$ cat config.mk
export PLATFORM = sky130hd
export DESIGN_NAME = lm_multi_channel
export DESIGN_NICKNAME = d
export VERILOG_FILES = /design/src/rtl/lm_multi_channel.sv
export SDC_FILE = /design/constraint.sdc
export NUM_CORES = 1
export LEC_CHECK = 0
export ABC_AREA = 1
export CAP_MARGIN = 30
export CORE_UTILIZATION = 60
export DETAILED_ROUTE_END_ITERATION = 10
export HOLD_SLACK_MARGIN = 0.06
export PLACE_DENSITY_LB_ADDON = 0.12
export SLEW_MARGIN = 0
export SYNTH_ARGS = -nofsm -noshare
export SYNTH_HDL_FRONTEND = slang
export SYNTH_SLANG_ARGS = --single-unit
$ cat constraint.sdc
create_clock -name i_clk -period 2.5 [get_ports i_clk]
set_input_delay 0.25 -clock i_clk [delete_from_list [all_inputs] [get_ports i_clk]]
set_output_delay 0.25 -clock i_clk [all_outputs]
set_load 0.02 [all_outputs]
$ cat src/rtl/lm_multi_channel.sv
// lm_multi_channel
//   Latches NUM_CH independent data channels into hold registers, keeps each
//   value visible for a programmable time, flags overruns, and drives one
//   channel (or a merged view) onto the board LEDs.
//
// Ports
//   i_clk        system clock
//   i_rst        synchronous active-high reset
//   i_mode       00 manual, 01 rotate, 10/11 merge
//   i_ch_sel     channel shown in manual mode
//   i_clear      single-cycle pulse clearing all hold state and overrun flags
//   i_ch_data    channel i at [i*WIDTH_CH +: WIDTH_CH]
//   i_ch_valid   per-channel load strobe
//   o_leds       {alive, disp_active, disp_data}
//   o_disp_ch    index of channel currently shown (0 in merge mode)
//   o_ch_active  per-channel active flag
//   o_overrun    sticky flag: valid arrived while channel already active
module lm_multi_channel #(
    parameter int unsigned       NUM_CH        = 3,
    parameter int unsigned       CH_W          = 2,
    parameter int unsigned       WIDTH_CH      = 8,
    parameter int unsigned       HOLD_CYCLES   = 50_000_000,
    parameter int unsigned       ROTATE_CYCLES = 100_000_000,
    parameter int unsigned       CNT_W         = 27,
    parameter logic [NUM_CH-1:0] STICKY_MASK   = '0
) (
    input  logic                       i_clk,
    input  logic                       i_rst,
    input  logic [1:0]                 i_mode,
    input  logic [CH_W-1:0]            i_ch_sel,
    input  logic                       i_clear,
    input  logic [NUM_CH*WIDTH_CH-1:0] i_ch_data,
    input  logic [NUM_CH-1:0]          i_ch_valid,
    output logic [WIDTH_CH+1:0]        o_leds,
    output logic [CH_W-1:0]            o_disp_ch,
    output logic [NUM_CH-1:0]          o_ch_active,
    output logic [NUM_CH-1:0]          o_overrun
);

    typedef enum logic [1:0] {
        MODE_MANUAL    = 2'b00,
        MODE_ROTATE    = 2'b01,
        MODE_MERGE     = 2'b10,
        MODE_MERGE_ALT = 2'b11
    } mode_e;

    mode_e                              w_mode;

    logic [NUM_CH-1:0][WIDTH_CH-1:0]    r_hold;
    logic [NUM_CH-1:0][CNT_W-1:0]       r_timer;
    logic [NUM_CH-1:0]                  r_active;
    logic [NUM_CH-1:0]                  r_overrun;

    logic [CNT_W-1:0]                   r_rot_cnt;
    logic [CH_W-1:0]                    r_ptr;
    logic [CH_W-1:0]                    w_ptr_next;
    int unsigned                        w_ptr_int;
    int unsigned                        w_best;
    int unsigned                        w_dist;

    logic [CH_W-1:0]                    w_sel;
    logic [WIDTH_CH-1:0]                w_disp_data;
    logic                               w_disp_active;
    logic [CH_W-1:0]                    w_disp_ch;

    logic                               r_alive;
    logic                               r_disp_active;
    logic [WIDTH_CH-1:0]                r_disp_data;
    logic [CH_W-1:0]                    r_disp_ch;

    assign w_mode = mode_e'(i_mode);

    // Per-channel hold state. Valid outranks clear; a clear in the same cycle
    // as a retrigger only suppresses the overrun flag.
    always_ff @(posedge i_clk) begin
        for (int unsigned i = 0; i < NUM_CH; i++) begin
            if (i_rst) begin
                r_hold[i]    <= '0;
                r_active[i]  <= 1'b0;
                r_timer[i]   <= '0;
                r_overrun[i] <= 1'b0;
            end else if (i_ch_valid[i]) begin
                r_hold[i]    <= i_ch_data[i*WIDTH_CH +: WIDTH_CH];
                r_active[i]  <= 1'b1;
                r_timer[i]   <= CNT_W'(HOLD_CYCLES - 1);
                r_overrun[i] <= i_clear ? 1'b0 : (r_overrun[i] | r_active[i]);
            end else if (i_clear) begin
                r_hold[i]    <= '0;
                r_active[i]  <= 1'b0;
                r_timer[i]   <= '0;
                r_overrun[i] <= 1'b0;
            end else if (r_active[i] && !STICKY_MASK[i]) begin
                if (r_timer[i] == '0) begin
                    r_active[i] <= 1'b0;
                    r_hold[i]   <= '0;
                end else begin
                    r_timer[i] <= r_timer[i] - CNT_W'(1);
                end
            end
        end
    end

    // Next rotate target: the active channel at the smallest nonzero forward
    // distance from the current pointer, modulo NUM_CH.
    always_comb begin
        w_ptr_next = r_ptr;
        w_ptr_int  = 32'(r_ptr);
        w_best     = NUM_CH;
        w_dist     = 0;
        for (int unsigned k = 0; k < NUM_CH; k++) begin
            if (r_active[k] && (k != w_ptr_int)) begin
                w_dist = (k > w_ptr_int) ? (k - w_ptr_int) : (k + NUM_CH - w_ptr_int);
                if (w_dist < w_best) begin
                    w_best     = w_dist;
                    w_ptr_next = CH_W'(k);
                end
            end
        end
    end

    always_ff @(posedge i_clk) begin
        if (i_rst) begin
            r_rot_cnt <= '0;
            r_ptr     <= '0;
        end else if (w_mode != MODE_ROTATE) begin
            r_rot_cnt <= '0;
        end else if (r_rot_cnt == CNT_W'(ROTATE_CYCLES - 1)) begin
            r_rot_cnt <= '0;
            r_ptr     <= w_ptr_next;
        end else begin
            r_rot_cnt <= r_rot_cnt + CNT_W'(1);
        end
    end

    // Display selection; an out-of-range manual select matches no channel
    // and therefore shows zero data and inactive.
    always_comb begin
        w_sel         = i_ch_sel;
        w_disp_data   = '0;
        w_disp_active = 1'b0;
        w_disp_ch     = '0;
        case (w_mode)
            MODE_MANUAL: begin
                w_sel     = i_ch_sel;
                w_disp_ch = i_ch_sel;
            end
            MODE_ROTATE: begin
                w_sel     = r_ptr;
                w_disp_ch = r_ptr;
            end
            default: begin
                w_disp_ch = '0;
            end
        endcase
        for (int unsigned k = 0; k < NUM_CH; k++) begin
            if (w_mode == MODE_MERGE || w_mode == MODE_MERGE_ALT) begin
                w_disp_data   = w_disp_data | r_hold[k];
                w_disp_active = w_disp_active | r_active[k];
            end else if (CH_W'(k) == w_sel) begin
                w_disp_data   = r_hold[k];
                w_disp_active = r_active[k];
            end
        end
    end

    always_ff @(posedge i_clk) begin
        if (i_rst) begin
            r_alive       <= 1'b0;
            r_disp_active <= 1'b0;
            r_disp_data   <= '0;
            r_disp_ch     <= '0;
        end else begin
            r_alive       <= 1'b1;
            r_disp_active <= w_disp_active;
            r_disp_data   <= w_disp_data;
            r_disp_ch     <= w_disp_ch;
        end
    end

    assign o_leds      = {r_alive, r_disp_active, r_disp_data};
    assign o_disp_ch   = r_disp_ch;
    assign o_ch_active = r_active;
    assign o_overrun   = r_overrun;

endmodule

==> reports/qor.yml, run 1 <==
synth_flop_cell: "dfxtp_1"
ant_nets: 0
cts_inserted_buffers: 17
overflow: 0
finalClockSkew_ps: 9.12
post_cts_resized: 0
synth_edf_count: 0
track_usage_pct: 29.4
worst_pin_slew_ps: 674
via_per_inst: 5.36
fin_nets: 1500
powerDensity_nw_per_um2: 610
drt_pre_antenna_iters: 5
cts_buffer_depth: 2
grt_antenna_before_repair: 0
yosys_warnings: 0
startpoint: "r_ptr[1]"
ir_drop_mv: 0.572
tritoncts: "done"
synth_seq_cells: 152
die_w_um: 124
drv_slew: 0
critPathArrivalTime_ps: 2550
cts-root-buf: "clkbuf_16"
setup_viol: 0
drive_gt1_share_pct: 7.10
layout_commonest_cell: "nand2_1"
r2r-start: "r_ptr[1]"
drtIter0Drc: 651
holdCritPathClass: "primary input to flop"
syn_to_final_growth_pct: 13.7
routed_wl_um: 22000
layout_common_cells: "nand2_1 (363), nor2_1 (239), inv_1 (172)"
dp_hpwl_um: 15900
ys_async_sr_fraction_pct: 0
grt_max_degree: 34
syn_area_sq_um: 8990
via_count: 8831
r2r_slack_ps: 310
initial_utilization_pct: 61.6
synth_cells: 1411
ioPinCount: 52
place_congestion: 0.914
finalCritPeriodShare_pct: 87.7
critPathCaptureType: "flop"
maxCapViolations: 0
max_freq_mhz: 456
syn_area_per_cell_sq_um: 6.37
clk_pin_slew_worst_paths_ps: 60
power.leakage_nw: 4.62
die_area_sq_um: 15500
wire_per_inst_um: 13.4
fillers: 1244
core_sq_um: 14600
cts.sink_count: 152
worstSetupPathType: "flop to flop"
final-hold-violation-count: 0
clock_latency_ps: 420
p_total_w: 0.00623
post_cts_buffers: 0
finalCriticalPeriod_ps: 2190
grt_pass1_wl_um: 37800
antenna_cells: 0
grt_pass1_vias: 8341
critPathMaxFanout: 10
cts_max_level: 4
rsz0062_at_grt: "no"
synth.distinct_cells: 46
dieHeight_um: 124
synth_nets: 1457
r2r-end: "r_ptr[1]"
outcome: "finished, final reports clean"
r2r_cells: 14
postCtsHoldBufs: 0
worstPathRequired_ps: 2850
endpoint: "r_ptr[1]"
numPortBuffers: 51
seq_area_frac_synth_pct: 33.9
tns_ps: 0
num_rows: 44
maxSlewHeadroom_pct: 55.0
critPathLaunchType: "flop"
drc: 0
-- Yosys cell counts, types with 9 or more instances --
cell type,n,area [sq um]
buf_6,9,101
nor3_1,22,110
nand3_1,146,731
o21ai_1,10,50.1
nand3b_1,12,90.1
xor2_1,35,307
nor2_1,239,897
buf_2,11,55.1
xnor2_1,14,123
nor2_2,17,106
clkbuf_1,16,60.1
nand2_2,11,68.8
o21ai_0,25,125
inv_1,172,646
nand4_1,24,150
nand2_1,363,1360
a21oi_1,61,305
dfxtp_1,152,3040
ha_1,12,150
-- worst min path at each step --
stage	startpoint	end	slack [ps]	depth (start not counted)
2_1_floorplan	i_ch_data[0]	r_hold[0]	400	2
3_3_place_gp	r_timer[26]	r_timer[26]	430	2
3_5_place_dp	r_timer[26]	r_timer[26]	440	2
4_1_cts	i_rst	r_timer[52]	230	2
5_1_grt	i_rst	r_timer[44]	270	2
6_report	i_rst	r_timer[52]	240	2
-- layer usage --
| layer | vias to the layer above | track usage, % | part of all wire [%] |
|---|---|---|---|
| met5 | - | 0 | 0 |
| met4 | 0 | 9.92 | 2.1 |
| met3 | 38 | 4.94 | 4.6 |
| met2 | 243 | 48.4 | 46 |
| met1 | 4026 | 38.8 | 47 |
| li1 | 4524 | - | - |
-- per-stage QoR --
stage	area [sq um]	hold slack, ps	cells	setup slack, ps	util [%]
2_1_floorplan	8990	398	1411	467	-
3_3_place_gp	9600	433	1619	414	65.8
3_5_place_dp	9600	441	1619	364	65.8
4_1_cts	10200	229	1649	350	70.1
5_1_grt	10200	271	1649	52.0	70.1
6_report	10200	243	1649	307	70.1
-- flip-flops by register name (all words and copies together), names as in the netlist --
signal / flops
o_ch_active: 3
o_disp_ch: 2
o_overrun: 3
r_alive: 1
r_disp_active: 1
r_disp_data: 8
r_hold: 24
r_ptr: 2
r_rot_cnt: 27
r_timer: 81
-- cells by family after synthesis --
| kind of cell | count (synthesis) | share of synthesized area (%) |
|---|---|---|
| buffers and inverters | 220 | 10.2 |
| adders and majority gates | 12 | 1.67 |
| xor gates and xnor gates | 49 | 4.78 |
| AOI/OAI and AO/OA | 109 | 6.64 |
| DFF | 152 | 33.9 |
| and+or+nand+nor | 869 | 42.9 |
-- worst max-delay path: stages (launching register included) --
cell and delay (ps):
dfxtp_1 510, inv_1 150, ha_1 210, nor2_1 100, inv_1 50, nor2_1 130
nand2_1 70, o21ai_0 70, ha_1 240, a21boi_0 120, o21ai_0 180, nand2_1 70
nand2_1 80, nand2_1 50, a21oi_1 110
-- power breakdown --
group	switching [W]	internal, W
logic	0.000564	0.000327
clock network	0.000986	0.00174
registers	0.0000987	0.00252
total	0.00165	0.00458
-- cell type report --
| cell class | instances | area [sq um] | share of cell area (%) |
|---|---|---|---|
| clock buffers | 22 | 474 | 4.64 |
| clock inverters | 8 | 145 | 1.42 |
| inverters | 178 | 668 | 6.54 |
| multi-input cells | 1039 | 5030 | 49.2 |
| flip-flops and latches | 152 | 3040 | 29.8 |
| well taps | 184 | 230 | 2.25 |
| repair buffers | 66 | 631 | 6.17 |
Power figures use the tool's default switching activity.
==> inputs of run 2 (changes only) <==
Settings changed: CAP_MARGIN 30 to 25.
==> results of run 2 <==
Same layout as run 1: the final DEF is identical, and so are final timing and power.
